==> config.mk <==
export PLATFORM = sky130hd
export DESIGN_NAME = uart_rx_buf_con
export DESIGN_NICKNAME = d
export VERILOG_FILES = /design/src/rtl/uart_buf_pkg.sv /design/src/rtl/hex_nibble_dec.sv /design/src/rtl/uart_rx_buf_con.sv
export SDC_FILE = /design/constraint.sdc
export NUM_CORES = 1
export LEC_CHECK = 0
export ABC_CLOCK_PERIOD_IN_PS = 2670
export CAP_MARGIN = 40
export CORE_MARGIN = 5
export CORE_UTILIZATION = 45
export DETAILED_ROUTE_END_ITERATION = 10
export HOLD_SLACK_MARGIN = 0.05
export PLACE_DENSITY = 0.79
export SLEW_MARGIN = 20
export SYNTH_ARGS = -nofsm -noshare
export SYNTH_HDL_FRONTEND = slang
export SYNTH_SLANG_ARGS = --single-unit
==> constraint.sdc <==
create_clock -name clk -period 2.67 [get_ports clk]
set_input_delay 0.6675 -clock clk [delete_from_list [all_inputs] [get_ports clk]]
set_output_delay 0.6675 -clock clk [all_outputs]
set_load 0.005 [all_outputs]
==> src/rtl/uart_buf_pkg.sv <==
// Shared constants and state encoding for the UART receive-side text buffer blocks.
package uart_buf_pkg;
  localparam logic [7:0] CR = 8'h0D;
  localparam logic [7:0] LF = 8'h0A;
  localparam logic [7:0] SP = 8'h20;

  localparam int DEF_MAX_BYTES = 4;

  typedef enum logic [1:0] {
    HI      = 2'd0,
    LO      = 2'd1,
    DISCARD = 2'd2,
    HOLD    = 2'd3
  } state_t;
endpackage

==> src/rtl/hex_nibble_dec.sv <==
// Combinational ASCII hex digit decoder: flags 0-9/A-F/a-f and returns the nibble value.
module hex_nibble_dec (
  input  logic [7:0] c,
  output logic       is_hex,
  output logic [3:0] nibble
);
  always_comb begin
    is_hex = 1'b1;
    nibble = 4'd0;
    if (c >= 8'h30 && c <= 8'h39) begin
      nibble = c[3:0];
    end else if ((c >= 8'h41 && c <= 8'h46) || (c >= 8'h61 && c <= 8'h66)) begin
      // 'A'/'a' have low nibble 1, so adding 9 lands on 10
      nibble = c[3:0] + 4'd9;
    end else begin
      is_hex = 1'b0;
    end
  end
endmodule

==> src/rtl/uart_rx_buf_con.sv <==
// Parses ASCII hex text lines from a UART receiver into a held 32-bit buffer with byte count.
// Optional echo path enabled by defining UART_RX_BUF_CON_ECHO_EN.
module uart_rx_buf_con
  import uart_buf_pkg::*;
#(
  parameter int MAX_BYTES = DEF_MAX_BYTES
) (
  input  logic        clk,
  input  logic        rstn,
  input  logic [7:0]  rbus,
  input  logic        rvalid,
  output logic [31:0] rbuf,
  output logic [2:0]  bcount,
  output logic        line_valid,
  input  logic        ack,
  output logic        err,
  output logic        tstart,
  output logic [7:0]  tbus,
  input  logic        tready
);
  localparam logic [2:0] MAXC = 3'(MAX_BYTES);

  state_t     state;
  logic [3:0] nib;
  logic [2:0] cnt;
  logic       is_hex;
  logic [3:0] dig;

  hex_nibble_dec u_dec (
    .c      (rbus),
    .is_hex (is_hex),
    .nibble (dig)
  );

  assign line_valid = (state == HOLD);
  assign bcount     = (state == HOLD) ? cnt : 3'd0;

  always_ff @(posedge clk or negedge rstn) begin
    if (!rstn) begin
      state <= HI;
      nib   <= 4'd0;
      cnt   <= 3'd0;
      rbuf  <= 32'd0;
      err   <= 1'b0;
    end else begin
      err <= 1'b0;
      case (state)
        HI: begin
          if (rvalid) begin
            if (is_hex) begin
              nib   <= dig;
              state <= LO;
            end else if (rbus == CR) begin
              if (cnt != 3'd0) state <= HOLD;
            end else if (rbus != SP && rbus != LF) begin
              state <= DISCARD;
            end
          end
        end
        LO: begin
          if (rvalid && rbus != LF) begin
            if (is_hex) begin
              // overflow is judged before the increment so cnt never wraps
              if (cnt == MAXC) begin
                state <= DISCARD;
              end else begin
                rbuf  <= {rbuf[23:0], nib, dig};
                cnt   <= cnt + 3'd1;
                state <= HI;
              end
            end else if (rbus == CR) begin
              err   <= 1'b1;
              rbuf  <= 32'd0;
              cnt   <= 3'd0;
              state <= HI;
            end else begin
              state <= DISCARD;
            end
          end
        end
        DISCARD: begin
          if (rvalid && rbus == CR) begin
            err   <= 1'b1;
            rbuf  <= 32'd0;
            cnt   <= 3'd0;
            state <= HI;
          end
        end
        HOLD: begin
          // bytes arriving here are dropped; only ack matters
          if (ack) begin
            rbuf  <= 32'd0;
            cnt   <= 3'd0;
            state <= HI;
          end
        end
        default: state <= HI;
      endcase
    end
  end

`ifdef UART_RX_BUF_CON_ECHO_EN
  always_ff @(posedge clk or negedge rstn) begin
    if (!rstn) begin
      tstart <= 1'b0;
      tbus   <= 8'd0;
    end else begin
      tstart <= 1'b0;
      if (rvalid && state != HOLD && tready) begin
        tstart <= 1'b1;
        tbus   <= rbus;
      end
    end
  end
`else
  logic unused_tready;
  assign unused_tready = tready;
  assign tstart = 1'b0;
  assign tbus   = 8'd0;
`endif
endmodule

==> impl_results.md <==
* Clock Sinks at 42
* Crit-path cells: clkdlybuf4s50_1 -> inv_1 -> ha_1 -> o311a_2 -> or2_4 -> o211ai_4 -> buf_12 -> mux2i_1
* Pre-Repair DR Iteration Count at 4
* Worst r2r path cells at 8
* Placed cell areas at 0.002861 mm²
* Max Slew Vio Count at 0
* Gate count of the mapped netlist at 175
* Cell variety after synth at 52
* Ys flop type: dfrtp_1
* Pwr dens at 588.2 mW/mm²
* Post-synth EDFFs at 0
* Tot Pwr at 1.736 mW
* Final instance area at 0.002952 mm²
* Highest routed layer: met4
* Port Buffers at 48
* WL final at 4455 µm
* Worst-Skew Late Latency at 280 ps
* Post-synth top area share at 0.4844
* Final Hold Vio Count at 0
* #FFs+latches synth at 42
* Starting Density at 0.4624
* ANT nets after route at 0
* Die Y at 79.44 µm
* Worst vdd ir at 0.2641 mV
* Max Root-Sink Buffers at 2
* CTS tree: done
* Reg-to-reg slack, setup at 580 ps
* Antenna violations before repair at 0
* YS warnings at 0
* WL met3 at 248 µm
* CTS Buf Count at 5
* Critical path capture point type: flop
* First-pass GRT wire length at 7610 µm
* Antenna Diode Count at 0
* Setup violators final at 0
* Slowest-stage cell, CP: clkdlybuf4s50_1
* CP peak stage delay at 470 ps
* DR DRC count at 0
* Max-cap violations at 0
* Row count at 25
* Number of DRC markers in iteration 0 at 85
* Io pins at 59
* Period minus WS final at 2625 ps
* Synth area leaders: dfrtp_1 (48%), a22o_1 (13%), ha_1 (6.3%)
* Mapped Area at 0.002170 mm²
* Share of flip-flops with an asynchronous set or reset at 1.000
* Fin nets at 275
* Sequential area share after synthesis at 0.4844
* Via count at 1641
* Fin crit share at 0.9833
* Fill cell count at 382
* Number of global-route vias before repair at 1587
* Die Width at 79.44 µm
* Routability cong. at 0.9201
* Worst EP arrival at 2840 ps
* Required @ worst endpoint at 2880 ps
* DPL Wire Length at 3585 µm
* Synth area leader: dfrtp_1
* Fmax at 380.9 MHz
* DRT met1 WL at 1966 µm
* Synth Area per Inst at 12.40 µm²
* Wire per inst at 14.56 µm
* Wire length on met2 at 2205 µm
* Worst r2r src: state[1]$_DFFE_PN0P_
* Tot GR Track Use at 0.1529
* Remaining global-route overflow at 0
* Clk slew on worst S/H paths at 80 ps
* Hold Crit Class: in -> async
* H-Tree Depth at 2
* Synthesis-to-layout area growth at 36.04%
* CTS root buffer: clkbuf_8
* Pin count of the biggest net entering global routing at 32
* Via-to-Cell Ratio at 5.363
* Worst setup path startpoint: rbus[1]
* Reg2reg end: cnt[0]$_DFFE_PN0P_
* Share of cells above drive strength 1 at 0.1905
* CP max FO at 27
* Status: finished, final reports clean
* RSZ-0062 raised after global routing: true
* Pleak at 1.388 nW
* Total die area at 0.006310 mm²
* Clk_skew at 3.176 ps
* Worst setup SP type: input port
* Class of the most critical setup path: in -> reg
* Critical Path Sink: rbuf[1]$_DFFE_PN0P_
* Cts hold-fix bufs at 0
* Core ar. at 0.004692 mm²
## repair_timing
action | CTS | global route
setup buffers | 0 | 0
endpoints found under the setup margin | 0 | 22
gates resized for setup | 0 | 1
## worst max-delay path, delay by kind of cell
family,cells,cell delay [ps]
buffers and inverters,3,740
AOI/OAI and AO/OA,2,730
and+or+nand+nor,1,290
muxes,1,190
adders and majority gates,1,220
## registers in the layout (all words and copies together) (netlist names)
register and count:
cnt 3, state 2, err 1, rbuf 32, nib 4
## metal layers
metal / vias up / GRT usage
li1: 793 / -
met1: 797 / 0.1981
met2: 49 / 0.2521
met3: 2 / 0.04063
met4: 0 / 0.04124
met5: - / 0
## area by class of cell
class | count | area (µm²) | area share
clock inverter | 2 | 13.76 | 0.004663
sequential | 42 | 1051 | 0.3561
multi-input combinational | 112 | 975.9 | 0.3306
timing repair buffer | 77 | 721.9 | 0.2446
tap | 54 | 67.56 | 0.02289
inverter | 13 | 48.80 | 0.01653
clock buffer | 6 | 72.57 | 0.02459
## kinds of logic after synthesis
kind of cell	Yosys count	share of synthesized area
adder cells (fa/ha/maj)	11	0.06344
other	1	0.001728
AO/OA/AOI/OAI	57	0.2255
AND/OR/NAND/NOR	27	0.1055
flip-flops	42	0.4844
buffers and inverters	29	0.07958
multiplexers	8	0.03979
## power by group
part	total [mW]	switching [mW]	internal, mW
registers	0.735	0.0425	0.693
clock network	0.389	0.205	0.184
logic	0.612	0.314	0.298
total	1.74	0.561	1.17
## cells in the mapped netlist (all sizes together), types with 2 or more instances
cell    number
dfrtp       42
a22o        31
buf         16
inv         13
ha          11
o21ai        7
mux2         5
a21oi        3
and2         3
mux2i        3
nor2         3
nand2        2
nand3        2
nor3         2
nor4b        2
o211ai       2
o31ai        2
## cells in the final DEF, fill, tap and decap left out, types with 2 or more instances in the layout
cell type and instances:
a21oi_1 2, a22o_1 31, and2_1 3, buf_12 2, buf_4 26, clkbuf_8 5, clkdlybuf4s50_1 47, conb_1 9
dfrtp_1 42, ha_1 11, inv_1 13, mux2_1 4, mux2i_1 3, nand2_1 2, nor2_1 3, nor3_1 2
o21ai_0 2, o21ai_1 5
## per-stage QoR
stage | std cells | TNS, ps | utilization | hold WS [ps] | worst slack (ps)
2_1_floorplan | 183 | 0 | - | 371.9 | 284.5
6_report | 306 | 0 | 0.6291 | 252.2 | 44.57
5_1_grt | 306 | -27.76 | 0.6291 | 251.9 | -14.31
3_5_place_dp | 298 | -8324 | 0.6099 | 481.1 | -274.6
3_3_place_gp | 297 | -6482 | 0.6056 | 467.1 | -234.7
4_1_cts | 306 | 0 | 0.6283 | 253.5 | 29.17
## worst min-delay path by stage
| stage | from | endpoint | cells past startpoint |
|---|---|---|---|
| 2_1_floorplan | rstn | cnt[0]$_DFFE_PN0P_ | 0 |
| 3_3_place_gp | nib[0]$_DFFE_PN0P_ | nib[0]$_DFFE_PN0P_ | 2 |
| 3_5_place_dp | nib[0]$_DFFE_PN0P_ | nib[0]$_DFFE_PN0P_ | 2 |
| 4_1_cts | rstn | rbuf[15]$_DFFE_PN0P_ | 1 |
| 5_1_grt | rstn | rbuf[14]$_DFFE_PN0P_ | 1 |
| 6_report | rstn | rbuf[31]$_DFFE_PN0P_ | 1 |
No activity file was read; power rests on OpenSTA's default activity.
